### src/rtl/rv32f_fpu_scheduler_if.sv
// rv32f_fpu_scheduler_if
//   Bundles every non-clock/reset signal of the RV32F FP scheduler.
//   Modports:
//     slave  - the scheduler itself. It receives decoded ops and CSR
//              accesses, and drives the execution units and writeback.
//     master - the surrounding core/environment. It issues ops, returns
//              unit results and consumes writebacks.
//   Signal groups:
//     in_*   - decoded FP op handshake (valid/ready)
//     pipe_* - pipelined add/mul/FMA/misc unit (fixed latency)
//     div_*  - iterative div/sqrt unit (start/done)
//     wb_*   - FP register-file write port (no backpressure)
//     csr_*  - fflags/frm/fcsr access, illegal-op pulse
interface rv32f_fpu_scheduler_if;
  logic        in_valid;
  logic        in_ready;
  logic [6:0]  in_opcode;
  logic [6:0]  in_funct7;
  logic [2:0]  in_rm;
  logic [4:0]  in_rd;

  logic        pipe_issue;
  logic [2:0]  pipe_rm;
  logic [31:0] pipe_result;
  logic [4:0]  pipe_flags;

  logic        div_start;
  logic [2:0]  div_rm;
  logic        div_done;
  logic [31:0] div_result;
  logic [4:0]  div_flags;

  logic        wb_valid;
  logic [4:0]  wb_rd;
  logic [31:0] wb_data;

  logic        csr_wr_en;
  logic [11:0] csr_addr;
  logic [31:0] csr_wdata;
  logic [31:0] csr_rdata;
  logic        illegal;

  modport slave (
    input  in_valid, in_opcode, in_funct7, in_rm, in_rd,
    output in_ready,
    output pipe_issue, pipe_rm,
    input  pipe_result, pipe_flags,
    output div_start, div_rm,
    input  div_done, div_result, div_flags,
    output wb_valid, wb_rd, wb_data,
    input  csr_wr_en, csr_addr, csr_wdata,
    output csr_rdata, illegal
  );

  modport master (
    output in_valid, in_opcode, in_funct7, in_rm, in_rd,
    input  in_ready,
    input  pipe_issue, pipe_rm,
    output pipe_result, pipe_flags,
    input  div_start, div_rm,
    output div_done, div_result, div_flags,
    input  wb_valid, wb_rd, wb_data,
    output csr_wr_en, csr_addr, csr_wdata,
    input  csr_rdata, illegal
  );
endinterface

### src/rtl/rv32f_fpu_scheduler.sv
// rv32f_fpu_scheduler
//   Issue/writeback scheduler for the RV32F execution units.
//   Decoded ops are classified and dispatched to one of two units:
//     - a fixed-latency pipelined unit (add/mul/FMA/misc)
//     - an iterative div/sqrt unit
//   Writebacks from both units are merged onto a single register-file
//   write port. The block also owns the fflags/frm CSRs.
//   Ports:
//     clk - rising-edge clock
//     rst - synchronous, active-low reset
//     bus - rv32f_fpu_scheduler_if.slave (op handshake, unit interfaces,
//           writeback, CSR access, illegal pulse)
//   Parameter:
//     PIPE_LATENCY - cycles from pipe_issue to pipe_result being valid (1..8)
//   Configuration macro:
//     RV32F_SCHED_DIVSQRT_EN - when defined, FDIV.S/FSQRT.S are dispatched
//     to the div unit. Otherwise they are reported illegal, the div outputs
//     are tied low and the div inputs are ignored.
module rv32f_fpu_scheduler #(
  parameter int PIPE_LATENCY = 4
) (
  input  logic                        clk,
  input  logic                        rst,
  rv32f_fpu_scheduler_if.slave        bus
);

  localparam logic [6:0] OPC_FMADD  = 7'b1000011;
  localparam logic [6:0] OPC_FMSUB  = 7'b1000111;
  localparam logic [6:0] OPC_FNMSUB = 7'b1001011;
  localparam logic [6:0] OPC_FNMADD = 7'b1001111;
  localparam logic [6:0] OPC_FP_OP  = 7'b1010011;
  localparam logic [6:0] F7_FDIV    = 7'b0001100;
  localparam logic [6:0] F7_FSQRT   = 7'b0101100;

  logic [4:0]              fflags;
  logic [2:0]              frm;
  logic [4:0]              fflags_nxt;
  logic [2:0]              frm_nxt;

  // Valid bits and destination registers of ops in flight in the pipe unit.
  // Index 0 is the entry written at issue; the last index is the tail.
  logic [PIPE_LATENCY-1:0] sr_valid;
  logic [4:0]              sr_rd [PIPE_LATENCY];
  logic                    tail_valid;

  logic                    is_divsqrt;
  logic                    is_pipe_opc;
  logic [2:0]              rm_res;
  logic                    rm_bad;
  logic                    pipe_sel;
  logic                    div_sel;
  logic                    op_illegal;
  logic                    waw_sr;
  logic                    div_blocked;
  logic                    div_rd_hit;
  logic                    ready_int;
  logic                    accept;

  logic                    wb_valid_int;
  logic [4:0]              wb_rd_int;
  logic [31:0]             wb_data_int;
  logic [4:0]              wb_flags;

  assign tail_valid = sr_valid[PIPE_LATENCY-1];

  // Decode: split ops into pipe/div/illegal.
  // A dynamic rounding mode resolves through frm before the legality check.
  always_comb begin
    is_divsqrt  = (bus.in_opcode == OPC_FP_OP) &&
                  ((bus.in_funct7 == F7_FDIV) || (bus.in_funct7 == F7_FSQRT));
    is_pipe_opc = (bus.in_opcode == OPC_FMADD)  || (bus.in_opcode == OPC_FMSUB) ||
                  (bus.in_opcode == OPC_FNMSUB) || (bus.in_opcode == OPC_FNMADD) ||
                  (bus.in_opcode == OPC_FP_OP);
    rm_res      = (bus.in_rm == 3'b111) ? frm : bus.in_rm;
    rm_bad      = (rm_res == 3'b101) || (rm_res == 3'b110) || (rm_res == 3'b111);
    pipe_sel    = is_pipe_opc && !is_divsqrt && !rm_bad;
`ifdef RV32F_SCHED_DIVSQRT_EN
    div_sel     = is_divsqrt && !rm_bad;
`else
    div_sel     = 1'b0;
`endif
    op_illegal  = !pipe_sel && !div_sel;
  end

  // A div/sqrt result must not be overtaken by a pipe op still in flight
  // to the same register.
  always_comb begin
    waw_sr = 1'b0;
    for (int i = 0; i < PIPE_LATENCY; i++) begin
      if (sr_valid[i] && (sr_rd[i] == bus.in_rd)) begin
        waw_sr = 1'b1;
      end
    end
  end

  // Handshake. Reset forces in_ready low so nothing is accepted.
  // Illegal ops are consumed like any other op.
  assign ready_int = rst && !div_rd_hit && !(div_sel && (div_blocked || waw_sr));
  assign accept    = bus.in_valid && ready_int;

  assign bus.in_ready   = ready_int;
  assign bus.pipe_issue = accept && pipe_sel;
  assign bus.pipe_rm    = rm_res;
  assign bus.illegal    = accept && op_illegal;

  // Pipe tracking shift register.
  // It carries only {valid, rd}; the data itself comes back from the unit
  // at the tail.
  always_ff @(posedge clk) begin
    if (!rst) begin
      sr_valid <= '0;
      for (int i = 0; i < PIPE_LATENCY; i++) begin
        sr_rd[i] <= 5'd0;
      end
    end else begin
      sr_valid[0] <= accept && pipe_sel;
      sr_rd[0]    <= bus.in_rd;
      for (int i = 1; i < PIPE_LATENCY; i++) begin
        sr_valid[i] <= sr_valid[i-1];
        sr_rd[i]    <= sr_rd[i-1];
      end
    end
  end

`ifdef RV32F_SCHED_DIVSQRT_EN
  typedef enum logic {DIV_IDLE, DIV_BUSY} div_state_t;

  div_state_t  div_state;
  logic [4:0]  div_rd;
  logic        buf_valid;
  logic [4:0]  buf_rd;
  logic [31:0] buf_data;
  logic [4:0]  buf_flags;

  assign div_blocked   = (div_state == DIV_BUSY) || buf_valid;
  assign div_rd_hit    = ((div_state == DIV_BUSY) && (div_rd == bus.in_rd)) ||
                         (buf_valid && (buf_rd == bus.in_rd));
  assign bus.div_start = accept && div_sel;
  assign bus.div_rm    = (accept && div_sel) ? rm_res : 3'b000;

  // Div FSM and 1-entry result buffer.
  // A div_done that collides with a pipe tail is parked in the buffer.
  // Otherwise it goes straight to writeback. New div ops are held off
  // while the buffer is occupied, so capture and drain never overlap.
  always_ff @(posedge clk) begin
    if (!rst) begin
      div_state <= DIV_IDLE;
      div_rd    <= 5'd0;
      buf_valid <= 1'b0;
      buf_rd    <= 5'd0;
      buf_data  <= 32'd0;
      buf_flags <= 5'd0;
    end else begin
      if (buf_valid && !tail_valid) begin
        buf_valid <= 1'b0;
      end
      case (div_state)
        DIV_IDLE: begin
          if (accept && div_sel) begin
            div_state <= DIV_BUSY;
            div_rd    <= bus.in_rd;
          end
        end
        DIV_BUSY: begin
          if (bus.div_done) begin
            div_state <= DIV_IDLE;
            if (tail_valid) begin
              buf_valid <= 1'b1;
              buf_rd    <= div_rd;
              buf_data  <= bus.div_result;
              buf_flags <= bus.div_flags;
            end
          end
        end
        default: div_state <= DIV_IDLE;
      endcase
    end
  end
`else
  assign div_blocked   = 1'b0;
  assign div_rd_hit    = 1'b0;
  assign bus.div_start = 1'b0;
  assign bus.div_rm    = 3'b000;
`endif

  // Writeback arbitration. The pipe tail always wins. Otherwise the
  // buffered div result drains first, then a div result arriving this
  // very cycle.
  always_comb begin
    wb_valid_int = 1'b0;
    wb_rd_int    = 5'd0;
    wb_data_int  = 32'd0;
    wb_flags     = 5'd0;
    if (rst) begin
      if (tail_valid) begin
        wb_valid_int = 1'b1;
        wb_rd_int    = sr_rd[PIPE_LATENCY-1];
        wb_data_int  = bus.pipe_result;
        wb_flags     = bus.pipe_flags;
      end
`ifdef RV32F_SCHED_DIVSQRT_EN
      else if (buf_valid) begin
        wb_valid_int = 1'b1;
        wb_rd_int    = buf_rd;
        wb_data_int  = buf_data;
        wb_flags     = buf_flags;
      end else if ((div_state == DIV_BUSY) && bus.div_done) begin
        wb_valid_int = 1'b1;
        wb_rd_int    = div_rd;
        wb_data_int  = bus.div_result;
        wb_flags     = bus.div_flags;
      end
`endif
    end
  end

  assign bus.wb_valid = wb_valid_int;
  assign bus.wb_rd    = wb_rd_int;
  assign bus.wb_data  = wb_data_int;

  // CSR update. A software write lands first.
  // Exception flags from a coincident writeback are then accumulated on
  // top, so they are never lost.
  always_comb begin
    fflags_nxt = fflags;
    frm_nxt    = frm;
    if (bus.csr_wr_en) begin
      case (bus.csr_addr)
        12'h001: fflags_nxt = bus.csr_wdata[4:0];
        12'h002: frm_nxt    = bus.csr_wdata[2:0];
        12'h003: begin
          fflags_nxt = bus.csr_wdata[4:0];
          frm_nxt    = bus.csr_wdata[7:5];
        end
        default: ;
      endcase
    end
    if (wb_valid_int) begin
      fflags_nxt = fflags_nxt | wb_flags;
    end
  end

  always_ff @(posedge clk) begin
    if (!rst) begin
      fflags <= 5'd0;
      frm    <= 3'd0;
    end else begin
      fflags <= fflags_nxt;
      frm    <= frm_nxt;
    end
  end

  always_comb begin
    case (bus.csr_addr)
      12'h001: bus.csr_rdata = {27'd0, fflags};
      12'h002: bus.csr_rdata = {29'd0, frm};
      12'h003: bus.csr_rdata = {24'd0, frm, fflags};
      default: bus.csr_rdata = 32'd0;
    endcase
  end

endmodule

### src/flat_wrapper.sv
// flat-port wrapper written by rule: the top's interface ports become plain ports
module rv32f_fpu_scheduler_flat 
#(
  parameter int PIPE_LATENCY = 4
)
  (clk, rst, bus_in_valid, bus_in_opcode, bus_in_funct7, bus_in_rm, bus_in_rd, bus_in_ready, bus_pipe_issue, bus_pipe_rm, bus_pipe_result, bus_pipe_flags, bus_div_start, bus_div_rm, bus_div_done, bus_div_result, bus_div_flags, bus_wb_valid, bus_wb_rd, bus_wb_data, bus_csr_wr_en, bus_csr_addr, bus_csr_wdata, bus_csr_rdata, bus_illegal);
  rv32f_fpu_scheduler_if bus_i ();
  input  logic clk;
  input  logic rst;
  input wire logic [$bits(bus_i.in_valid)-1:0] bus_in_valid;
  input wire logic [$bits(bus_i.in_opcode)-1:0] bus_in_opcode;
  input wire logic [$bits(bus_i.in_funct7)-1:0] bus_in_funct7;
  input wire logic [$bits(bus_i.in_rm)-1:0] bus_in_rm;
  input wire logic [$bits(bus_i.in_rd)-1:0] bus_in_rd;
  output wire logic [$bits(bus_i.in_ready)-1:0] bus_in_ready;
  output wire logic [$bits(bus_i.pipe_issue)-1:0] bus_pipe_issue;
  output wire logic [$bits(bus_i.pipe_rm)-1:0] bus_pipe_rm;
  input wire logic [$bits(bus_i.pipe_result)-1:0] bus_pipe_result;
  input wire logic [$bits(bus_i.pipe_flags)-1:0] bus_pipe_flags;
  output wire logic [$bits(bus_i.div_start)-1:0] bus_div_start;
  output wire logic [$bits(bus_i.div_rm)-1:0] bus_div_rm;
  input wire logic [$bits(bus_i.div_done)-1:0] bus_div_done;
  input wire logic [$bits(bus_i.div_result)-1:0] bus_div_result;
  input wire logic [$bits(bus_i.div_flags)-1:0] bus_div_flags;
  output wire logic [$bits(bus_i.wb_valid)-1:0] bus_wb_valid;
  output wire logic [$bits(bus_i.wb_rd)-1:0] bus_wb_rd;
  output wire logic [$bits(bus_i.wb_data)-1:0] bus_wb_data;
  input wire logic [$bits(bus_i.csr_wr_en)-1:0] bus_csr_wr_en;
  input wire logic [$bits(bus_i.csr_addr)-1:0] bus_csr_addr;
  input wire logic [$bits(bus_i.csr_wdata)-1:0] bus_csr_wdata;
  output wire logic [$bits(bus_i.csr_rdata)-1:0] bus_csr_rdata;
  output wire logic [$bits(bus_i.illegal)-1:0] bus_illegal;
  assign bus_i.in_valid = bus_in_valid;
  assign bus_i.in_opcode = bus_in_opcode;
  assign bus_i.in_funct7 = bus_in_funct7;
  assign bus_i.in_rm = bus_in_rm;
  assign bus_i.in_rd = bus_in_rd;
  assign bus_in_ready = bus_i.in_ready;
  assign bus_pipe_issue = bus_i.pipe_issue;
  assign bus_pipe_rm = bus_i.pipe_rm;
  assign bus_i.pipe_result = bus_pipe_result;
  assign bus_i.pipe_flags = bus_pipe_flags;
  assign bus_div_start = bus_i.div_start;
  assign bus_div_rm = bus_i.div_rm;
  assign bus_i.div_done = bus_div_done;
  assign bus_i.div_result = bus_div_result;
  assign bus_i.div_flags = bus_div_flags;
  assign bus_wb_valid = bus_i.wb_valid;
  assign bus_wb_rd = bus_i.wb_rd;
  assign bus_wb_data = bus_i.wb_data;
  assign bus_i.csr_wr_en = bus_csr_wr_en;
  assign bus_i.csr_addr = bus_csr_addr;
  assign bus_i.csr_wdata = bus_csr_wdata;
  assign bus_csr_rdata = bus_i.csr_rdata;
  assign bus_illegal = bus_i.illegal;
  rv32f_fpu_scheduler #(.PIPE_LATENCY(PIPE_LATENCY)) u_core (.clk(clk), .rst(rst), .bus(bus_i));
endmodule
### config.mk
export PLATFORM = sky130hd
export DESIGN_NAME = rv32f_fpu_scheduler_flat
export DESIGN_NICKNAME = d
export VERILOG_FILES = /design/src/rtl/rv32f_fpu_scheduler_if.sv /design/src/rtl/rv32f_fpu_scheduler.sv /design/src/flat_wrapper.sv
export SDC_FILE = /design/constraint.sdc
export NUM_CORES = 1
export LEC_CHECK = 0
export ABC_AREA = 1
export CORE_MARGIN = 5
export CORE_UTILIZATION = 27
export DETAILED_ROUTE_END_ITERATION = 8
export HOLD_SLACK_MARGIN = 0.1
export PLACE_DENSITY = 0.82
export SYNTH_ARGS = -nofsm -noshare
export SYNTH_HDL_FRONTEND = slang
export SYNTH_SLANG_ARGS = --single-unit
export TNS_END_PERCENT = 50
### constraint.sdc
create_clock -name clk -period 1.4 [get_ports clk]
set_input_delay 0.28 -clock clk [delete_from_list [all_inputs] [get_ports clk]]
set_output_delay 0.28 -clock clk [all_outputs]
set_load 0.02 [all_outputs]
# Yosys cells after proc, flatten, opt, wreduce, memory -nomap -nowiden
# Memories as Yosys holds them, arrays and structs flattened.
# Cells that the tools add are included.
# W data, S select, Z words.
[word_totals]
ramBits = 20
memories = 1
ff_bits = 12
elab_cells = 62
inputBits = 145
[mem_list]
columns = ["name", "words", "word_bits", "rd", "rd_clocked_by_memory_dff", "wr", "line", "text"]
rows = [
  ["u_core.sr_rd", 4, 5, 4, 0, 4, "rv32f_fpu_scheduler.sv:43", "logic [4:0] sr_rd [PIPE_LATENCY];"],
]
[op_classes]
eq_ne = 14
bitwise_logic = 5
muxes = 20
reduce_logical = 19
[op_table]
columns = ["op", "n"]
rows = [
  ["$mux W32", 2],
  ["$mux W5", 11],
  ["$eq A7 B7 Y1 const B", 5],
  ["$eq A12 B2 Y1 const B", 2],
  ["$pmux W8 S3", 1],
  ["$eq A12 B1 Y1 const B", 1],
  ["$eq A3 B3 Y1 const B", 4],
  ["$eq A7 B4 Y1 const B", 1],
  ["$eq A7 B6 Y1 const B", 1],
  ["$logic_or A1 B1 Y1", 7],
  ["$logic_and A1 B1 Y1", 6],
  ["$pmux W3 S2", 1],
  ["$or A5 B5 Y5", 1],
  ["$mux W1", 4],
  ["$or A1 B1 Y1", 4],
  ["$logic_not A1 Y1", 3],
  ["$mux W3", 1],
  ["$reduce_and A2 Y1", 1],
  ["$reduce_bool A2 Y1", 1],
  ["$reduce_or A2 Y1", 1],
]

# Longest topological paths before layout
# Gate-level depths: netlist of run 1.
[depth]
word_depth = 9
ltp_mapped = 8
mapped_depth_nobuf = 8

# Worst setup path after synthesis of run 1
# Ideal clock, no wire load.
[synth_timing]
kind = "in2out"
startpoint = "input port bus_in_rm[1]"
endpoint = "output port bus_illegal"
cell_stages = 4
arrival_time_ns = 1.474
path_slack_ns = -0.354
path_cell_list = "nand3_1 > o21ai_0 > nand2_1 > a21oi_1"
[synth_via]
elab_chain_len = 9
[synth_rtl]
columns = ["element", "line", "text"]
rows = [
  ["start: declaration", "flat_wrapper.sv:13", "input wire logic [$bits(bus_i.in_rm)-1:0] bus_in_rm;"],
  ["$eq A3 B3 Y1 (*)", "rv32f_fpu_scheduler.sv:74", "rm_res = (bus.in_rm == 3'b111) ? frm : bus.in_rm;"],
  ["$mux W3 (*)", "rv32f_fpu_scheduler.sv:74", ""],
  ["named net bus_pipe_rm[2]", "flat_wrapper.sv:17", "output wire logic [$bits(bus_i.pipe_rm)-1:0] bus_pipe_rm;"],
  ["$eq A3 B3 Y1", "rv32f_fpu_scheduler.sv:75", "rm_bad = (rm_res == 3'b101) || (rm_res == 3'b110) || (rm_res == 3'b111);"],
  ["$logic_or A1 B1 Y1", "rv32f_fpu_scheduler.sv:75", ""],
  ["$logic_or A1 B1 Y1 (*)", "rv32f_fpu_scheduler.sv:75", ""],
  ["$logic_not A1 Y1 (*)", "rv32f_fpu_scheduler.sv:76", "pipe_sel = is_pipe_opc && !is_divsqrt && !rm_bad;"],
  ["$logic_and A1 B1 Y1 (*)", "rv32f_fpu_scheduler.sv:76", ""],
  ["$logic_not A1 Y1 (*)", "rv32f_fpu_scheduler.sv:82", "op_illegal = !pipe_sel && !div_sel;"],
  ["$logic_and A1 B1 Y1 (*)", "rv32f_fpu_scheduler.sv:104", "assign bus.illegal = accept && op_illegal;"],
  ["end: declaration", "flat_wrapper.sv:32", "output wire logic [$bits(bus_i.illegal)-1:0] bus_illegal;"],
]
# The timed path passes the listed nets; every way through them passes the cells marked *.

# Worst setup path in the final report of run 1
[layout_timing]
startpoint = "input port bus_csr_addr[9]"
endpoint = "output port bus_csr_rdata[2]"
[layout_via]
elab_chain_len = 2
[layout_rtl]
columns = ["element", "line", "text"]
rows = [
  ["start: declaration", "flat_wrapper.sv:29", "input wire logic [$bits(bus_i.csr_addr)-1:0] bus_csr_addr;"],
  ["$eq A12 B2 Y1 / $eq A12 B1 Y1 (equally long branches)", "rv32f_fpu_scheduler.sv:254", "case (bus.csr_addr)"],
  ["$pmux W8 S3 (*)", "rv32f_fpu_scheduler.sv:254", ""],
  ["end: declaration", "flat_wrapper.sv:31", "output wire logic [$bits(bus_i.csr_rdata)-1:0] bus_csr_rdata;"],
]
# Every way passes the cells marked *; elsewhere a longest branch is shown, timed or not.

==> results of run 1 <==
-- critical path: stages --
cell	delay (ns)
sky130_fd_sc_hd__buf_2	0.12
sky130_fd_sc_hd__nor2_4	0.08
sky130_fd_sc_hd__nand2_2	0.07
sky130_fd_sc_hd__nor2_4	0.21
sky130_fd_sc_hd__buf_4	0.15
sky130_fd_sc_hd__nand3_2	0.06
sky130_fd_sc_hd__o21ai_1	0.09
sky130_fd_sc_hd__buf_4	0.16
-- report_power, final --
part,internal (W),switching [W],leakage [nW]
Combinational,0.000237,0.000242,1.73
Sequential,0.000929,0.00000466,0.263
Clock,0.000400,0.000292,0.0455
-- what timing repair did --
action	in CTS	in global routing
endpoints found under the setup margin	60	57
pin swaps	35	14
cloned	4	0
buffers inserted	11	6
gates resized for setup	411	55
-- registers in the layout, summed over array words and instances (netlist names) --
register	flops
u_core.frm	3
u_core.fflags	5
u_core.sr_rd	20
u_core.sr_valid	4
-- metal layers --
layer | GRT usage [%] | up-vias | share of wire [%]
met2 | 30.51 | 132 | 52
met5 | 0 | - | 0
met4 | 3.249 | 0 | 1.2
li1 | - | 1148 | -
met3 | 7.853 | 10 | 14
met1 | 14.31 | 1025 | 32
-- cell type report --
| class | count | area share, % |
|---|---|---|
| multi-input combinational | 185 | 29.32 |
| tap | 96 | 3.050 |
| clock buffer | 8 | 2.287 |
| sequential | 32 | 16.45 |
| timing repair buffer | 168 | 41.36 |
| inverter | 79 | 7.529 |
-- logic make-up after synthesis --
family	after synthesis	share of synthesized area [%]
AND/OR/NAND/NOR	144	31.26
other	1	0.1981
buffers and inverters	118	30.93
flip-flops	32	33.84
AO/OA/AOI/OAI	12	3.767
-- through the flow --
stage	instances	TNS, ns	setup slack, ns	cell area [um^2]
global route	568	-4.615	-0.1727	3939
global placement	539	-38.68	-0.9055	3276
floorplan	334	-0.1919	-0.05263	1998
finish	568	-1.814	-0.1087	3939
CTS	562	-1.919	-0.1387	3705
detailed placement	539	-40.23	-0.9686	3276
-- final timing paths --
| kind | cells after the start | slack (ns) | end |
|---|---|---|---|
| hold reg to reg | 2 | 0.41 | u_core.sr_rd[1][4] |
| setup reg to reg | 5 | 0.55 | u_core.fflags[2] |
| hold / removal | 2 | 0.41 | u_core.sr_rd[1][4] |
| setup / recovery | 8 | -0.11 | bus_csr_rdata[2] |
-- cell usage in the layout (no fill, tap or decap) --
cell | Yosys | routed
sky130_fd_sc_hd__conb_1 | 1 | 28
sky130_fd_sc_hd__o21bai_1 | 3 | 3
sky130_fd_sc_hd__dfxtp_1 | 32 | 28
sky130_fd_sc_hd__dfxtp_2 | 0 | 3
sky130_fd_sc_hd__o21ai_4 | 0 | 1
sky130_fd_sc_hd__dlygate4sd2_1 | 0 | 9
sky130_fd_sc_hd__nor2_2 | 1 | 19
sky130_fd_sc_hd__clkdlybuf4s50_1 | 0 | 52
sky130_fd_sc_hd__clkdlybuf4s15_1 | 0 | 3
sky130_fd_sc_hd__nor2_1 | 58 | 13
sky130_fd_sc_hd__nand2_2 | 0 | 9
sky130_fd_sc_hd__nand2_1 | 63 | 52
sky130_fd_sc_hd__nand3_1 | 13 | 8
sky130_fd_sc_hd__buf_16 | 0 | 3
sky130_fd_sc_hd__clkbuf_8 | 0 | 6
sky130_fd_sc_hd__a21oi_2 | 0 | 2
sky130_fd_sc_hd__buf_4 | 30 | 36
sky130_fd_sc_hd__nor2_4 | 2 | 30
sky130_fd_sc_hd__inv_2 | 0 | 4
sky130_fd_sc_hd__inv_1 | 79 | 75
sky130_fd_sc_hd__o21ai_1 | 2 | 1
sky130_fd_sc_hd__nand4_1 | 7 | 7
sky130_fd_sc_hd__nand2_4 | 0 | 1
sky130_fd_sc_hd__o21ai_2 | 1 | 5
sky130_fd_sc_hd__nand3_2 | 0 | 2
sky130_fd_sc_hd__nand2_8 | 0 | 1
sky130_fd_sc_hd__nand3_4 | 0 | 3
sky130_fd_sc_hd__buf_2 | 3 | 14
sky130_fd_sc_hd__buf_6 | 2 | 45
sky130_fd_sc_hd__buf_8 | 1 | 1
sky130_fd_sc_hd__clkbuf_2 | 0 | 3
sky130_fd_sc_hd__dfxtp_4 | 0 | 1
sky130_fd_sc_hd__clkbuf_1 | 3 | 2
sky130_fd_sc_hd__buf_12 | 0 | 2
==> flow_summary.toml, run 1 <==
[clock_tree]
cts.reportedPaths.clkPinSlew_ns = 0.06
cts_max_path_buffers = 2
cts-hold-fix-buffers = 0
cts_num_sinks = 32
insertion_delay_ns = 0.27
cts_inserted_buffers = 5
cts_tree = "yes"
cts_root_buf = "sky130_fd_sc_hd__clkbuf_8"
htree_num_levels = 2

[worst_setup_path]
timing.critical_path.to_type = "primary output"
worst-endpoint-arrival_ns = 1.23
start_kind = "input pin"
critical_path.reg2reg.startpoint = "u_core.sr_valid[3]"
worst_path_required_ns = 1.12
worst_setup_path_category = "in2out"
crit_path_launch = "bus_csr_addr[9]"
cp_max_fo = 5

[logic_synthesis]
post_synth_main_area_contributors = "sky130_fd_sc_hd__dfxtp_1 34%, sky130_fd_sc_hd__inv_1 16%, sky130_fd_sc_hd__nand2_1 12%"
synthFlopType = "sky130_fd_sc_hd__dfxtp_1"
yosys.cell_count.top_type = "sky130_fd_sc_hd__inv_1"
synth-edff-count = 0
synth.cells.most_frequent = "79 x sky130_fd_sc_hd__inv_1, 63 x sky130_fd_sc_hd__nand2_1, 58 x sky130_fd_sc_hd__nor2_1"
synthCells = 307
ys_ff_latch = 32
synth_top_cell_by_area = "sky130_fd_sc_hd__dfxtp_1"
warning_count_from_the_yosys_run = 0
postSynthAreaPerCell_um2 = 6.166
synth-async-reset-ratio_pct = 0
netlist-cell-type-count = 19
synth.yosys.seq_area_share_pct = 33.84
synth_top_area_share_pct = 33.84
netlist_area_um2 = 1893

[die]
fp.coreArea_um2 = 6794
initial_core_util_pct = 27.86
io_pins = 225
placement_rows = 30
die_h_um = 93.74
die_area_um2 = 8786
die_boundary_width_um = 93.74

[final_layout]
drive_above_1_share_pct = 40.47
final-seq-area_um2 = 648.1
area.growth.synth_to_final_pct = 108.1
layout.filler_cells = 595
n_antenna_cell = 0
fin_util_pct = 57.97
finalNetCount = 616
multi_input_gate_area_in_the_final_layout_um2 = 1155

[timing]
final_period_utilization_pct = 107.8
fin_worst_skew_ns = 0.001421
postLayoutSetupSlackWorst_ns = -0.1087
maxClockFrequency_mhz = 662.8
hold_viol_final = 0
rsz0062_at_grt = "true"
report.final.setup_viol = 39
worst_hold_slack_ns = 0.4106
period_needed_ns = 1.509
slew_violations = 0

[global_routing]
grt_usage_pct = 15.63
number_of_global_route_vias_before_repair = 2378
globalRouteOverflowTotal = 0
grt_max_degree = 32
initial_antenna_violation_count = 0
grt_first_pass_wirelength_mm = 10.92

[routing]
postRouteAntennaNets = 0
vias_per_cell = 4.076
routed_wire_length_per_instance_um = 13.01
drtPass1Iterations = 4
routed-via-count = 2315
route.final.wire_length_mm = 7.391
drt_iter0_markers = 66
drcViolationCount = 0

[placement]
io_buffers = 133
place.gp.congestion = 0.9130
post-dp-hpwl_mm = 5.243

[status]
violated_checks = "negative setup slack"
status = "finished, violations left"

[job]
drv.max_cap_violation_count = 0

[power]
report.power.total_w = 0.002105
total_leakage_power_nw = 2.035
ir_drop_v = 0.0005927
power_dens_cells_nw_per_um2 = 534.4

[min_path]
holdCritPathClass = "reg2reg"
hold_path_startpoint = "u_core.sr_rd[0][4]"
Note: power is estimated with default switching activity, not from simulation.
==> inputs of run 2 (changes only) <==
--- a/config.mk
+++ b/config.mk
@@ -8,6 +8,7 @@
 export ABC_AREA = 1
 export CORE_MARGIN = 5
 export CORE_UTILIZATION = 27
+export CTS_BUF_LIST = sky130_fd_sc_hd__clkbuf_8 sky130_fd_sc_hd__clkbuf_16
 export DETAILED_ROUTE_END_ITERATION = 8
 export HOLD_SLACK_MARGIN = 0.1
 export PLACE_DENSITY = 0.82
==> flow_summary.toml, run 2 (synthesis results as in run 1) <==
[placement]
place_inst = 539
place.gp.congestion = 0.9130
place_ws_ns = -0.9686
placed_area_um2 = 3276
io_buffers = 133
post-dp-hpwl_mm = 5.243

[worst_setup_path]
worstReg2RegEnd = "u_core.fflags[2]"
crit_slowest_cell = "sky130_fd_sc_hd__nor2_4"
worst-endpoint-arrival_ns = 1.23
worst_setup_path_category = "in2out"
crit_path_launch = "bus_csr_addr[9]"
critPathBufInv = 3
reg2reg_depth = 5
critical_path.reg2reg.startpoint = "u_core.sr_valid[3]"
timing.critical_path.cells = "buf_2 -> nor2_4 -> nand2_2 -> nor2_4 -> buf_4 -> nand3_2 -> o21ai_1 -> buf_4"
rrSetupSlack_ns = 0.55
worst_path_required_ns = 1.12
critical_path.max_stage_delay_ns = 0.21
cp_max_fo = 5
timing.critical_path.to_type = "primary output"
family_with_the_most_delay_on_the_worst_path = "buffers and inverters"
start_kind = "input pin"

[final_layout]
finalNetCount = 616
area.growth.synth_to_final_pct = 108.1
post_layout_nonfiller_instances = 568
reg.largest.list = "u_core.sr_rd: 20 flops, u_core.fflags: 5 flops, u_core.sr_valid: 4 flops"
drive_above_1_share_pct = 40.47
layout.filler_cells = 595
register_ranked_first_by_flip_flop_count = "u_core.sr_rd"
final_cell_area_um2 = 3939
n_antenna_cell = 0
mostFrequentLayoutCell = "sky130_fd_sc_hd__inv_1"
max_reg_flops = 20
final-seq-area_um2 = 648.1
final_cell_mix = "77 x sky130_fd_sc_hd__inv_1, 52 x sky130_fd_sc_hd__nand2_1, 52 x sky130_fd_sc_hd__clkdlybuf4s50_1"
multi_input_gate_area_in_the_final_layout_um2 = 1155

[min_path]
holdPathEnd = "u_core.sr_rd[1][4]"
hold_depth = 2
hold_path_startpoint = "u_core.sr_rd[0][4]"
holdCritPathClass = "reg2reg"

[routing]
route.final.wire_length_mm = 7.396
drcViolationCount = 0
drtPass1Iterations = 4
routed-via-count = 2314
vias_per_cell = 4.074
postRouteAntennaNets = 0
routed_wire_length_per_instance_um = 13.02
drt_iter0_markers = 66

[clock_tree]
cts_num_sinks = 32
cts_max_path_buffers = 2
cts-hold-fix-buffers = 0
cts_tree = "yes"
insertion_delay_ns = 0.27
cts_root_buf = "sky130_fd_sc_hd__clkbuf_8"
cts_inserted_buffers = 5
htree_num_levels = 2
cts.reportedPaths.clkPinSlew_ns = 0.06

[die]
placement_rows = 30
io_pins = 225
die_area_um2 = 8786
fp.coreArea_um2 = 6794
die_h_um = 93.74
die_boundary_width_um = 93.74
initial_core_util_pct = 27.86

[timing]
final_period_utilization_pct = 107.8
report.final.setup_viol = 39
setup_tns_ns = -1.815
period_needed_ns = 1.509
hold_viol_final = 0
postLayoutSetupSlackWorst_ns = -0.1087
rsz0062_at_grt = "true"
slew_violations = 0
fin_worst_skew_ns = 0.001182
maxClockFrequency_mhz = 662.8

[global_routing]
grt_max_degree = 32
globalRouteOverflowTotal = 0
initial_antenna_violation_count = 0
grt_usage_pct = 15.63
number_of_global_route_vias_before_repair = 2378
grt_first_pass_wirelength_mm = 10.92

[power]
ir_drop_v = 0.0005934
report.power.total_w = 0.002091
total_leakage_power_nw = 2.043
power_dens_cells_nw_per_um2 = 530.9

[job]
drv.max_cap_violation_count = 0

[status]
status = "finished, violations left"
violated_checks = "negative setup slack"
## run 2: cell types whose count changed in the layout (fill, tap and decap cells not counted), sizes merged
cell / delta
clkbuf: -2
inv: +2
## run 2: where the power goes
part / leakage, nW / internal [W] / switching [W]
combinational: 1.73 / 0.000237 / 0.000242
sequential: 0.263 / 0.000929 / 0.00000466
clock: 0.0538 / 0.000385 / 0.000293
total: 2.04 / 0.00155 / 0.000540
## run 2: through the flow
step	hold WS [ns]	util, %
finish	0.4106	57.97
CTS	0.4101	54.53
detailed placement	0.3969	48.21
floorplan	0.3776	-
global placement	0.3940	48.21
global route	0.4371	57.97
## run 2: final cells by class
type,instances,area share (%)
Timing Repair Buffer,168,41.36
Tap cell,96,3.050
Multi-Input combinational cell,185,29.32
Sequential cell,32,16.45
Clock buffer,6,2.097
Clock inverter,2,0.1906
Inverter,79,7.529
## run 2: tightest hold or removal path: cells and delay by family, from the launching register on
family / cells / cell delay (ns)
buffers and inverters: 1 / 0.04
flip-flops: 1 / 0.30
AND/OR/NAND/NOR: 1 / 0.04
## run 2: routing by layer
layer  global-route usage (%)  wire length, um
met5                        0                0
met4                    3.249               87
met3                    7.853             1055
met2                    30.51             3860
met1                    14.31             2393
## run 2: how the worst max path moves through the flow
stage | to | depth (start not counted) | slack, ns
6_report | bus_csr_rdata[2] | 8 | -0.11
5_1_grt | bus_csr_rdata[2] | 8 | -0.17
4_1_cts | bus_wb_data[6] | 5 | -0.14
3_5_place_dp | bus_pipe_issue | 8 | -0.97
3_3_place_gp | bus_csr_rdata[7] | 7 | -0.91
2_1_floorplan | bus_csr_rdata[0] | 6 | -0.05
## run 2: repair_timing
action	in CTS	in global routing
setup buffers	11	6
pin swaps	35	14
endpoints found under the setup margin	60	57
resized for setup	411	55
gates cloned	4	0
